<file path="src/rtl/uart_frame_pkg.sv">
// Shared types and constants for the UART command-frame sequencer.
// Optional inter-byte timeout is enabled with UART_FRAME_TIMEOUT_EN.
package uart_frame_pkg;

    typedef enum logic [2:0] {
        S_IDLE,
        S_CMD,
        S_LEN,
        S_PAYLOAD,
        S_CSUM,
        S_DRAIN
    } state_t;

    localparam logic [1:0] ERR_LEN     = 2'b01;
    localparam logic [1:0] ERR_CSUM    = 2'b10;
    localparam logic [1:0] ERR_TIMEOUT = 2'b11;

    localparam logic [7:0] SOF_DEFAULT = 8'hA5;

endpackage

</file>
<file path="src/rtl/uart_frame_buf.sv">
// Payload buffer: DEPTH x 8, synchronous write, asynchronous read.
module uart_frame_buf
    import uart_frame_pkg::*;
#(
    parameter int DEPTH = 16,
    parameter int AW    = 4
) (
    input  logic          clk,
    input  logic          wr_en,
    input  logic [AW-1:0] wr_addr,
    input  logic [7:0]    wr_data,
    input  logic [AW-1:0] rd_addr,
    output logic [7:0]    rd_data
);

    logic [7:0] mem [DEPTH];

    always_ff @(posedge clk) begin
        if (wr_en) mem[wr_addr] <= wr_data;
    end

    assign rd_data = mem[rd_addr];

endmodule

</file>
<file path="src/rtl/uart_frame_ctrl.sv">
// Parses SOF/CMD/LEN/payload/checksum frames and drains verified payloads.
// Define UART_FRAME_TIMEOUT_EN to abort partial frames after TIMEOUT_CYCLES idle.
//
// state     | meaning
// S_IDLE    | hunting for SOF, other bytes ignored
// S_CMD     | waiting for command byte
// S_LEN     | waiting for length byte, range checked
// S_PAYLOAD | storing payload bytes into the buffer
// S_CSUM    | comparing received checksum to running XOR
// S_DRAIN   | streaming payload out; incoming bytes dropped as overrun
module uart_frame_ctrl
    import uart_frame_pkg::*;
#(
    parameter logic [7:0] SOF_BYTE       = SOF_DEFAULT,
    parameter int         MAX_LEN        = 16,
    parameter int         TIMEOUT_CYCLES = 1000000
) (
    input  logic       clk,
    input  logic       reset,
    input  logic [7:0] rx_data,
    input  logic       rx_ready,
    output logic       out_valid,
    input  logic       out_ready,
    output logic [7:0] out_data,
    output logic       out_last,
    output logic [7:0] out_cmd,
    output logic       frame_ok,
    output logic       frame_err,
    output logic [1:0] err_code,
    output logic       overrun,
    output logic       busy
);

    localparam int AW = $clog2(MAX_LEN);
    localparam int PW = AW + 1;

    state_t        state, state_d;
    logic [7:0]    cmd_q, cmd_d, csum_q, csum_d;
    logic [PW-1:0] len_q, len_d, wr_ptr, wr_ptr_d, rd_ptr, rd_ptr_d;
    logic          ok_d, err_d, ovr_d, valid_d;
    logic [1:0]    code_d;
    logic          buf_we;
    logic [7:0]    buf_rd;
    logic          xfer;
    logic          tmo_hit;

`ifdef UART_FRAME_TIMEOUT_EN
    logic [31:0] tmo_cnt;

    always_ff @(posedge clk or posedge reset) begin
        if (reset)
            tmo_cnt <= '0;
        else if (rx_ready || state == S_IDLE || state == S_DRAIN)
            tmo_cnt <= '0;
        else
            tmo_cnt <= tmo_cnt + 32'd1;
    end

    // An arriving byte wins over an expiry on the same cycle.
    assign tmo_hit = !rx_ready && state != S_IDLE && state != S_DRAIN
                     && tmo_cnt == 32'(TIMEOUT_CYCLES - 1);
`else
    assign tmo_hit = 1'b0;
`endif

    uart_frame_buf #(.DEPTH(MAX_LEN), .AW(AW)) u_buf (
        .clk     (clk),
        .wr_en   (buf_we),
        .wr_addr (wr_ptr[AW-1:0]),
        .wr_data (rx_data),
        .rd_addr (rd_ptr[AW-1:0]),
        .rd_data (buf_rd)
    );

    assign xfer     = out_valid & out_ready;
    assign out_last = out_valid && (rd_ptr == len_q - PW'(1));
    assign out_data = out_valid ? buf_rd : 8'h00;
    assign out_cmd  = cmd_q;
    assign busy     = (state != S_IDLE);

    always_comb begin
        state_d  = state;
        cmd_d    = cmd_q;
        csum_d   = csum_q;
        len_d    = len_q;
        wr_ptr_d = wr_ptr;
        rd_ptr_d = rd_ptr;
        ok_d     = 1'b0;
        err_d    = 1'b0;
        ovr_d    = 1'b0;
        code_d   = err_code;
        valid_d  = out_valid;
        buf_we   = 1'b0;
        if (tmo_hit) begin
            err_d   = 1'b1;
            code_d  = ERR_TIMEOUT;
            state_d = S_IDLE;
        end else begin
            case (state)
                S_IDLE: if (rx_ready && rx_data == SOF_BYTE) begin
                    csum_d  = 8'h00;
                    state_d = S_CMD;
                end
                S_CMD: if (rx_ready) begin
                    cmd_d   = rx_data;
                    csum_d  = rx_data;
                    state_d = S_LEN;
                end
                S_LEN: if (rx_ready) begin
                    if (rx_data == 8'h00 || {1'b0, rx_data} > 9'(MAX_LEN)) begin
                        err_d   = 1'b1;
                        code_d  = ERR_LEN;
                        state_d = S_IDLE;
                    end else begin
                        len_d    = PW'(rx_data);
                        csum_d   = csum_q ^ rx_data;
                        wr_ptr_d = '0;
                        state_d  = S_PAYLOAD;
                    end
                end
                S_PAYLOAD: if (rx_ready) begin
                    buf_we   = 1'b1;
                    csum_d   = csum_q ^ rx_data;
                    wr_ptr_d = wr_ptr + PW'(1);
                    if (wr_ptr_d == len_q) state_d = S_CSUM;
                end
                S_CSUM: if (rx_ready) begin
                    if (rx_data == csum_q) begin
                        ok_d     = 1'b1;
                        valid_d  = 1'b1;
                        rd_ptr_d = '0;
                        state_d  = S_DRAIN;
                    end else begin
                        err_d   = 1'b1;
                        code_d  = ERR_CSUM;
                        state_d = S_IDLE;
                    end
                end
                S_DRAIN: begin
                    if (rx_ready) ovr_d = 1'b1;
                    if (xfer) begin
                        rd_ptr_d = rd_ptr + PW'(1);
                        if (out_last) begin
                            valid_d = 1'b0;
                            state_d = S_IDLE;
                        end
                    end
                end
                default: state_d = S_IDLE;
            endcase
        end
    end

    always_ff @(posedge clk or posedge reset) begin
        if (reset) begin
            state     <= S_IDLE;
            cmd_q     <= '0;
            csum_q    <= '0;
            len_q     <= '0;
            wr_ptr    <= '0;
            rd_ptr    <= '0;
            out_valid <= 1'b0;
            frame_ok  <= 1'b0;
            frame_err <= 1'b0;
            err_code  <= 2'b00;
            overrun   <= 1'b0;
        end else begin
            state     <= state_d;
            cmd_q     <= cmd_d;
            csum_q    <= csum_d;
            len_q     <= len_d;
            wr_ptr    <= wr_ptr_d;
            rd_ptr    <= rd_ptr_d;
            out_valid <= valid_d;
            frame_ok  <= ok_d;
            frame_err <= err_d;
            err_code  <= code_d;
            overrun   <= ovr_d;
        end
    end

endmodule

</file>
<file path="config.mk">
export PLATFORM = sky130hd
export DESIGN_NAME = uart_frame_ctrl
export DESIGN_NICKNAME = d
export VERILOG_FILES = /design/src/rtl/uart_frame_pkg.sv /design/src/rtl/uart_frame_buf.sv /design/src/rtl/uart_frame_ctrl.sv
export SDC_FILE = /design/constraint.sdc
export NUM_CORES = 1
export LEC_CHECK = 0
export ABC_AREA = 0
export ABC_CLOCK_PERIOD_IN_PS = 5200
export CORE_ASPECT_RATIO = 0.6
export CORE_MARGIN = 4
export CORE_UTILIZATION = 55
export DETAILED_ROUTE_END_ITERATION = 10
export PLACE_DENSITY = 0.8
export SLEW_MARGIN = 20
export SYNTH_ARGS = -nofsm -noshare
export SYNTH_HDL_FRONTEND = slang
export SYNTH_SLANG_ARGS = --single-unit
</file>
<file path="constraint.sdc">
create_clock -name clk -period 5.2 [get_ports clk]
set_input_delay 1.04 -clock clk [delete_from_list [all_inputs] [get_ports clk]]
set_output_delay 1.04 -clock clk [all_outputs]
set_load 0.03 [all_outputs]
</file>
==> results of run 1 <==
## kinds of logic after synthesis
logic type / Yosys count / synth area share
adders and majority gates: 6 / 0.0102
DFF: 168 / 0.655
buffers and inverters: 44 / 0.0247
AOI/OAI and AO/OA: 58 / 0.0553
xor gates and xnor gates: 20 / 0.0237
and+or+nand+nor: 134 / 0.0866
muxes: 64 / 0.144
## power by group through the flow
stage / combinational [W] / sequential, W / clock, W
3_3_place_gp: 0.000927 / 0.00176 / 0
3_5_place_dp: 0.000945 / 0.00176 / 0
5_1_grt: 0.00104 / 0.00176 / 0.00137
6_report: 0.000971 / 0.00175 / 0.00130
4_1_cts: 0.000958 / 0.00174 / 0.00132
2_1_floorplan: 0.000659 / 0.00173 / 0
## through the flow
stage	hold WS [ps]	cell area (um2)	total power, W
after floorplan	470	7390	0.00239
after global routing	530	8540	0.00417
after global placement	491	7930	0.00268
after CTS	516	8540	0.00402
final	512	8540	0.00402
after detailed placement	499	7930	0.00271
## critical path, cell delays in order, from the launching register on
cell and delay [ps]:
dfrtp_2 710, buf_4 330, mux4_2 540, nand2_1 200, nand2_1 100, o211a_1 210
clkdlybuf4s50_1 590
## metal layers
layer / up-vias / global-route usage / wire length [um]
li1: 1950 / - / -
met1: 2260 / 0.347 / 7340
met2: 279 / 0.311 / 7390
met3: 28 / 0.0779 / 2030
met4: 0 / 0.0813 / 268
met5: - / 0 / 0
## Yosys cell counts (8+ instances only)
library cell  number
o211a_1            8
o21ai_0           24
nand2_1           47
nand3_1           10
mux4_2            32
clkbuf_1          18
nor2_1            29
dfrtp_1           40
mux2i_1           17
xor2_1            16
mux2_2            13
nand2b_1          10
buf_2             13
edfxtp_1         128
inv_1             10
nor3_1             8
## worst paths after layout
check / start / end / slack [ps]
hold reg to reg: out_cmd[0] / out_cmd[0] / 510
max in group asynchronous: reset / rd_ptr[0] / 3770
setup reg to reg: state[2] / u_buf.mem[13][4] / 2310
hold / removal: out_cmd[0] / out_cmd[0] / 510
setup / recovery: rd_ptr[0] / out_data[1] / 1040
min in group asynchronous: reset / rd_ptr[4] / 1040
## layout make-up
| type | count | area share |
|---|---|---|
| repair buffers | 50 | 0.0542 |
| inverters | 11 | 0.00483 |
| multi-input cells | 282 | 0.278 |
| flip-flops and latches | 168 | 0.567 |
| clock buffers | 17 | 0.0498 |
| clock inverters | 15 | 0.0211 |
| well taps | 170 | 0.0249 |
## registers in the layout (all words and copies together) (netlist names)
register   count
u_buf.mem    128
out_valid      1
overrun        1
frame_ok       1
wr_ptr         5
len_q          5
state          3
err_code       2
rd_ptr         5
csum_q         8
frame_err      1
out_cmd        8
==> run summary, run 1 <==
status - finished clean
CP arrival - 3120 ps
fraction of registers with async set/reset - 0.238
placed cell count - 681
VDD IR-drop max - 0.270 mV
synthesized area per cell - 15.0 um2
largest area contributor in the netlist - edfxtp_1
Post-route DRC - 0
sequential cell area - 0.00485 mm2
GRT Overall Usage - 0.229
worst-skew pair later-pin latency - 430 ps
worst hold path type - flop to flop
initial antenna violation count - 0
clk buf depth - 2
GRT overflow - 0
Clk pwr share - 0.323
largest net degree at the start of global routing - 41
Die H - 97.8 um
Period Utilization, post-route - 0.800
Die Footprint - 0.0154 mm2
DRT Pass-1 Iters - 5
Ys Warns - 0
placed wire-length estimate - 11000 um
# IOs - 36
critical path launch point type - flop
Fillers - 907
Slew Viols, Final - 0
critical path peak fanout - 17
top cell type's share of synthesized area - 0.520
dpl ws - 1370 ps
Resized cells post-CTS - 0
commonest non-fill, non-tap cell in the layout - edfxtp_1
port bufs - 35
Via Count - 4517
Crit Path Class - flop to primary output
Initial Util - 0.568
Worst EP required - 4160 ps
Mapped Nets - 512
Final setup viols - 0
Post-Syn Area - 0.00739 mm2
unrepaired setup endpoints after global routing - false
PwrDens - 470 mW/mm2
Sw Ratio - 0.323
Primary FF master, synth - edfxtp_1
headroom to the max-slew limit - 0.289
fmax - 240 MHz
Routed Antenna Nets - 0
clock slew at reported path FFs - 70 ps
Final Util - 0.656
commonest non-fill, non-tap cells in the layout - edfxtp_1 (128), nand2_1 (47), dfrtp_1 (39), clkdlybuf4s50_1 (35), mux4_2 (32)
post-cts hold buffer count - 0
part of the power in registers - 0.435
wire per inst - 23.9 um
Core Box Area - 0.0130 mm2
fin nets - 548
Tmin final - 4160 ps
CTS Buf Count - 17
Iter 0 DRT Violations - 571
Post-CTS Setup Bufs - 0
Synth cell types - 53
die width - 158 um
Net Switching - 0.00130 W
layout cells sized above 1 - 0.180
final setup margin - 1040 ps
CTS sink count - 168
Row Count - 32
Synth area leaders - edfxtp_1 (52%), dfrtp_1 (14%), mux4_2 (9.7%), nand2_1 (2.4%), mux2i_1 (2.3%)
Internal - 0.00272 W
worst-margin pin slew - 1060 ps
R2R cell count - 4
multi-input logic area - 0.00237 mm2
Fin. Hold Viols - 0
Seq/Total Area, Yosys - 0.655
vias in the first global route - 4398
final cell count without fillers - 713
CTS tree - done
first-pass GRT wire length - 26100 um
Worst Hold Depth - 1
LEAKAGE - 3.13 nW
vias per cell - 6.34
skew final - 9.02 ps
CP endpoint kind - primary output
Setup TNS - 0 ps
number of flops mapped to enable cells by yosys - 128
post-synthesis register bit count - 168
Area growth, synth to finish - 15.5%
max-cap viol count - 0
Final Wtd Congestion - 0.889
Post-Syn Instances - 494
Root Driver - clkbuf_16
Comb pwr share - 0.242
Detailed Route WL - 17000 um
ant diodes - 0
H-tree depth - 4
(Power assumes the default switching activity.)
==> run 2, diff against run 1 <==
--- a/config.mk
+++ b/config.mk
@@ -6,12 +6,12 @@
 export NUM_CORES = 1
 export LEC_CHECK = 0
 export ABC_AREA = 0
-export ABC_CLOCK_PERIOD_IN_PS = 5200
+export ABC_CLOCK_PERIOD_IN_PS = 3600
 export CORE_ASPECT_RATIO = 0.6
 export CORE_MARGIN = 4
-export CORE_UTILIZATION = 55
+export CORE_UTILIZATION = 54
 export DETAILED_ROUTE_END_ITERATION = 10
-export PLACE_DENSITY = 0.8
+export PLACE_DENSITY = 0.82
 export SLEW_MARGIN = 20
 export SYNTH_ARGS = -nofsm -noshare
 export SYNTH_HDL_FRONTEND = slang
==> constraint.sdc (replaced) <==
create_clock -name clk -period 3.6 [get_ports clk]
set_input_delay 0.72 -clock clk [delete_from_list [all_inputs] [get_ports clk]]
set_output_delay 0.72 -clock clk [all_outputs]
set_load 0.03 [all_outputs]
==> run 2 against run 1 <==
Compared with the run above:
- routed wire length grew 4.2%
- largest power group unchanged
- worst setup slack lost 930 ps
- clock power grew 37%
- design area grew 1.9%
- critical path type unchanged
==> run summary, run 2 (same netlist as run 1, synthesis figures left out) <==
Detailed Route WL - 17700 um (was 17000 um)
placed wire-length estimate - 11600 um (was 11000 um)
status - finished clean (unchanged)
wire per inst - 24.2 um (was 23.9 um)
Root Driver - clkbuf_16 (unchanged)
Post-CTS Setup Bufs - 0 (unchanged)
first-pass GRT wire length - 27000 um (was 26100 um)
Routed Antenna Nets - 0 (unchanged)
headroom to the max-slew limit - 0.375 (was 0.289)
clock slew at reported path FFs - 70 ps (about the same)
Final setup viols - 0 (unchanged)
CTS sink count - 168 (unchanged)
Slew Viols, Final - 0 (unchanged)
Fin. Hold Viols - 0 (unchanged)
critical path launch point type - flop (unchanged)
largest net degree at the start of global routing - 41 (unchanged)
commonest non-fill, non-tap cell in the layout - edfxtp_1 (unchanged)
VDD IR-drop max - 0.523 mV (was 0.270 mV)
Initial Util - 0.563 (was 0.568)
worst hold path type - flop to flop (unchanged)
dpl ws - 413 ps (was 1370 ps)
CP arrival - 2780 ps (was 3120 ps)
GRT overflow - 0 (unchanged)
LEAKAGE - 3.22 nW (was 3.13 nW)
ant diodes - 0 (unchanged)
max incr delay on CP - 590 ps (was 710 ps)
H-tree depth - 4 (unchanged)
number of flip-flops under the largest register name - 128 (unchanged)
DRT Pass-1 Iters - 5 (unchanged)
fmax - 286 MHz
Post-route DRC - 0 (unchanged)
GRT Overall Usage - 0.231 (was 0.229)
Via Count - 4592 (was 4517)
post-cts hold buffer count - 0 (unchanged)
# IOs - 36 (unchanged)
die width - 159 um (was 158 um)
layout cells sized above 1 - 0.206 (was 0.180)
Die Footprint - 0.0157 mm2 (was 0.0154 mm2)
fin nets - 568 (was 548)
Iter 0 DRT Violations - 535 (was 571)
Period Utilization, post-route - 0.971
Fillers - 889 (was 907)
critical path peak fanout - 19 (was 17)
Crit Path Class - flop to primary output (unchanged)
clk buf depth - 2 (unchanged)
CTS tree - done (unchanged)
max-cap viol count - 0 (unchanged)
Setup TNS - 0 ps (unchanged)
commonest non-fill, non-tap cells in the layout - edfxtp_1 (128), nand2_1 (47), dfrtp_1 (39), clkdlybuf4s50_1 (34), buf_4 (33) (was edfxtp_1 (128), nand2_1 (47), dfrtp_1 (39), clkdlybuf4s50_1 (35), mux4_2 (32))
Core Box Area - 0.0131 mm2 (was 0.0130 mm2)
Die H - 98.6 um (was 97.8 um)
Tmin final - 3500 ps
skew final - 8.59 ps (was 9.02 ps)
CP endpoint kind - primary output (unchanged)
initial antenna violation count - 0 (unchanged)
vias in the first global route - 4638 (was 4398)
CTS Buf Count - 17 (unchanged)
worst-margin pin slew - 936 ps (was 1060 ps)
register name with the most flops - u_buf.mem (unchanged)
Worst EP required - 2880 ps (was 4160 ps)
unrepaired setup endpoints after global routing - false (unchanged)
PwrDens - 662 mW/mm2 (was 470 mW/mm2)
Final Wtd Congestion - 0.878 (was 0.889)
critical-path cell with the highest stage delay - clkdlybuf4s50_1 (was dfrtp_2)
final setup margin - 104 ps (was 1040 ps)
Area growth, synth to finish - 17.7% (was 15.5%)
crit-path cells - buf_16, mux4_2, mux2i_1, nand2_1, o211a_1, clkdlybuf4s50_1 (was buf_4, mux4_2, nand2_1, nand2_1, o211a_1, clkdlybuf4s50_1)
worst-skew pair later-pin latency - 420 ps (was 430 ps)
vias per cell - 6.26 (was 6.34)
Row Count - 32 (unchanged)
port bufs - 35 (unchanged)
==> run 2: stage by stage <==
step / total power (W) / cells / instance area [um2] / hold slack, ps / utilization
finish: 0.00576 / 733 / 8710 / 510 / 0.663
global route: 0.00601 / 733 / 8710 / 537 / 0.663
CTS: 0.00575 / 732 / 8670 / 517 / 0.660
detailed placement: 0.00396 / 700 / 8100 / 500 / 0.616
global placement: 0.00390 / 700 / 8100 / 479 / 0.616
floorplan: 0.00346 / 494 / 7390 / 470 / -
==> run 2: power breakdown <==
group	internal, W	switching, W
sequential	0.00225	0.000243
clock	0.00102	0.000752
combinational	0.000657	0.000834
==> run 2: worst paths after layout <==
kind | from | endpoint | slack (ps) | cells after the start
worst min register to register | out_cmd[2] | out_cmd[2] | 510 | 1
worst max register to register | state[0] | out_cmd[5] | 1050 | 3
min in group asynchronous | reset | rd_ptr[2] | 740 | 3
worst max-delay path | rd_ptr[0] | out_data[3] | 100 | 6
worst min-delay path | out_cmd[2] | out_cmd[2] | 510 | 1
max in group asynchronous | reset | rd_ptr[0] | 2480 | 3
==> run 2: final cells by class <==
class / count / area (um2) / share of cell area
clock inverters: 14 / 149 / 0.0171
flip-flops and latches: 168 / 4850 / 0.557
inverters: 11 / 41.3 / 0.00474
repair buffers: 70 / 661 / 0.0759
well taps: 170 / 213 / 0.0244
multi-input cells: 282 / 2370 / 0.272
clock buffers: 18 / 429 / 0.0493
==> run 2: critical path, delay by kind of cell, from the launching register on <==
kind	cells	cell delay [ps]
AOI/OAI and AO/OA	1	170
buffers and inverters	2	810
DFF	1	440
muxes	2	820
and+or+nand+nor	1	90
==> run 2: repair_timing <==
item,4_1_cts,5_1_grt
hold endpoints to repair,0,0
setup endpoints to repair,0,3
gates resized for setup,0,1
==> run 2: routing by layer <==
layer,share of wire,track usage
met1,0.43,0.334
met5,0,0
met2,0.45,0.336
met4,0.016,0.0733
met3,0.11,0.0794
==> run 3, diff against run 2 <==
--- a/config.mk
+++ b/config.mk
@@ -11,7 +11,7 @@
 export CORE_MARGIN = 4
 export CORE_UTILIZATION = 54
 export DETAILED_ROUTE_END_ITERATION = 10
-export PLACE_DENSITY = 0.82
+export PLACE_DENSITY = 0.84
 export SLEW_MARGIN = 20
 export SYNTH_ARGS = -nofsm -noshare
 export SYNTH_HDL_FRONTEND = slang
==> run 3 against run 2 <==
Compared with the run above:
- sequential power hardly changed
- critical path type unchanged
- clock-buffer cell count rose by 5
- first-iteration DRC count is 28% higher
- die area is the same
==> run summary, run 3 (same netlist as run 1, synthesis figures left out) <==
Detailed Route WL - 17700 um (about the same)
crit-path cells - mux4_2, nand2_1, nand2_1, o211a_1, clkdlybuf4s50_1 (was buf_16, mux4_2, mux2i_1, nand2_1, o211a_1, clkdlybuf4s50_1)
status - finished clean (unchanged)
die width - 159 um (unchanged)
delay-heaviest family, CP - flip-flops (was multiplexers)
post-cts hold buffer count - 0 (unchanged)
LEAKAGE - 3.23 nW (was 3.22 nW)
placed wire-length estimate - 11500 um (was 11600 um)
Tmin final - 3460 ps (was 3500 ps)
critical-path cell with the highest stage delay - dfrtp_1 (was clkdlybuf4s50_1)
Setup TNS - 0 ps (unchanged)
Post-CTS Setup Bufs - 0 (unchanged)
headroom to the max-slew limit - 0.290 (was 0.375)
worst-skew pair later-pin latency - 420 ps (about the same)
WP buf/inv - 1 (was 2)
Final setup viols - 0 (unchanged)
DRT Pass-1 Iters - 5 (unchanged)
ant diodes - 0 (unchanged)
largest net degree at the start of global routing - 41 (unchanged)
Initial Util - 0.563 (unchanged)
clock slew at reported path FFs - 60 ps (was 70 ps)
vias per cell - 6.36 (was 6.26)
Hold Crit Endpoint - csum_q[1] (was out_cmd[2])
WHS - 508 ps (was 510 ps)
R2R cell count - 5 (was 3)
Worst Hold Depth - 1 (unchanged)
Fin. Hold Viols - 0 (unchanged)
first-pass GRT wire length - 27800 um (was 27000 um)
fin nets - 568 (unchanged)
vias in the first global route - 4674 (was 4638)
Worst R2R End - state[0] (was out_cmd[5])
Worst EP required - 2880 ps (about the same)
worst hold path type - flop to flop (unchanged)
Final Wtd Congestion - 0.845 (was 0.878)
wire per inst - 24.2 um (about the same)
PwrDens - 660 mW/mm2 (was 662 mW/mm2)
# IOs - 36 (unchanged)
CP arrival - 2740 ps (was 2780 ps)
GRT overflow - 0 (unchanged)
number of flip-flops under the largest register name - 128 (unchanged)
Root Driver - clkbuf_16 (unchanged)
fmax - 289 MHz (was 286 MHz)
GRT Overall Usage - 0.237 (was 0.231)
Slew Viols, Final - 0 (unchanged)
Resized cells post-CTS - 0 (unchanged)
Post-route DRC - 0 (unchanged)
Routed Antenna Nets - 0 (unchanged)
reg2reg setup slack - 860 ps (was 1050 ps)
commonest non-fill, non-tap cells in the layout - edfxtp_1 (128), nand2_1 (47), dfrtp_1 (39), clkdlybuf4s50_1 (34), buf_4 (34) (was edfxtp_1 (128), nand2_1 (47), dfrtp_1 (39), clkdlybuf4s50_1 (34), buf_4 (33))
Die Footprint - 0.0157 mm2 (unchanged)
critical path peak fanout - 19 (unchanged)
reg-to-reg critical path startpoint - state[1] (was state[0])
CTS Buf Count - 17 (unchanged)
Area growth, synth to finish - 17.0% (was 17.7%)
worst-margin pin slew - 1060 ps (was 936 ps)
CTS sink count - 168 (unchanged)
Row Count - 32 (unchanged)
Via Count - 4660 (was 4592)
unrepaired setup endpoints after global routing - false (unchanged)
final total power - 0.00571 W (was 0.00576 W)
max-cap viol count - 0 (unchanged)
Iter 0 DRT Violations - 687 (was 535)
multi-input logic area - 0.00237 mm2 (unchanged)
max incr delay on CP - 900 ps (was 590 ps)
CTS tree - done (unchanged)
register name with the most flops - u_buf.mem (unchanged)
sequential cell area - 0.00485 mm2 (unchanged)
CP endpoint kind - primary output (unchanged)
initial antenna violation count - 0 (unchanged)
Crit Path Class - flop to primary output (unchanged)
critical path launch point type - flop (unchanged)
H-tree depth - 4 (unchanged)
commonest non-fill, non-tap cell in the layout - edfxtp_1 (unchanged)
Core Box Area - 0.0131 mm2 (unchanged)
Worst Hold Launch - csum_q[1] (was out_cmd[2])
most frequent CP cell - nand2_1
Die H - 98.6 um (unchanged)
layout cells sized above 1 - 0.204 (was 0.206)
Period Utilization, post-route - 0.960 (was 0.971)
skew final - 9.68 ps (was 8.59 ps)
VDD IR-drop max - 0.413 mV (was 0.523 mV)
clk buf depth - 2 (unchanged)
port bufs - 35 (unchanged)
Fillers - 891 (was 889)
-- run 3: per-layer routing --
layer	global-route usage	up-vias	wire length [um]
met1	0.348	2340	7680
li1	-	1992	-
met5	0	-	0
met3	0.0781	26	1950
met4	0.0700	0	277
met2	0.342	302	7830
-- run 3: how the worst max path moves through the flow --
stage / startpoint / to / slack (ps) / depth (start not counted)
6_report: rd_ptr[2] / out_data[2] / 140 / 5
5_1_grt: rd_ptr[2] / out_data[2] / 30 / 5
4_1_cts: rd_ptr[2] / out_data[2] / 120 / 5
3_5_place_dp: rx_data[0] / csum_q[3] / 410 / 6
3_3_place_gp: rx_data[0] / csum_q[1] / 510 / 6
2_1_floorplan: len_q[0] / out_last / 770 / 5
-- run 3: power breakdown --
| group | internal [W] | total, W | switching (W) |
|---|---|---|---|
| logic | 0.000650 | 0.00150 | 0.000847 |
| registers | 0.00225 | 0.00251 | 0.000255 |
| clock network | 0.000965 | 0.00171 | 0.000743 |
| total | 0.00387 | 0.00571 | 0.00184 |
-- run 3: metrics by stage --
step           instance area [um2]   util  instances  worst slack, ps
2_1_floorplan                 7390      -        494              772
3_3_place_gp                  8100  0.617        701              511
3_5_place_dp                  8100  0.617        701              415
4_1_cts                       8650  0.659        733              119
5_1_grt                       8650  0.659        733             31.0
6_report                      8650  0.659        733              144
-- run 3: final cells by class --
type                            instances  area share
Inverter                               11     0.00477
Tap cell                              170      0.0246
Clock inverter                          9     0.00709
Sequential cell                       168       0.560
Timing Repair Buffer                   70      0.0735
Multi-Input combinational cell        282       0.274
Clock buffer                           23      0.0565
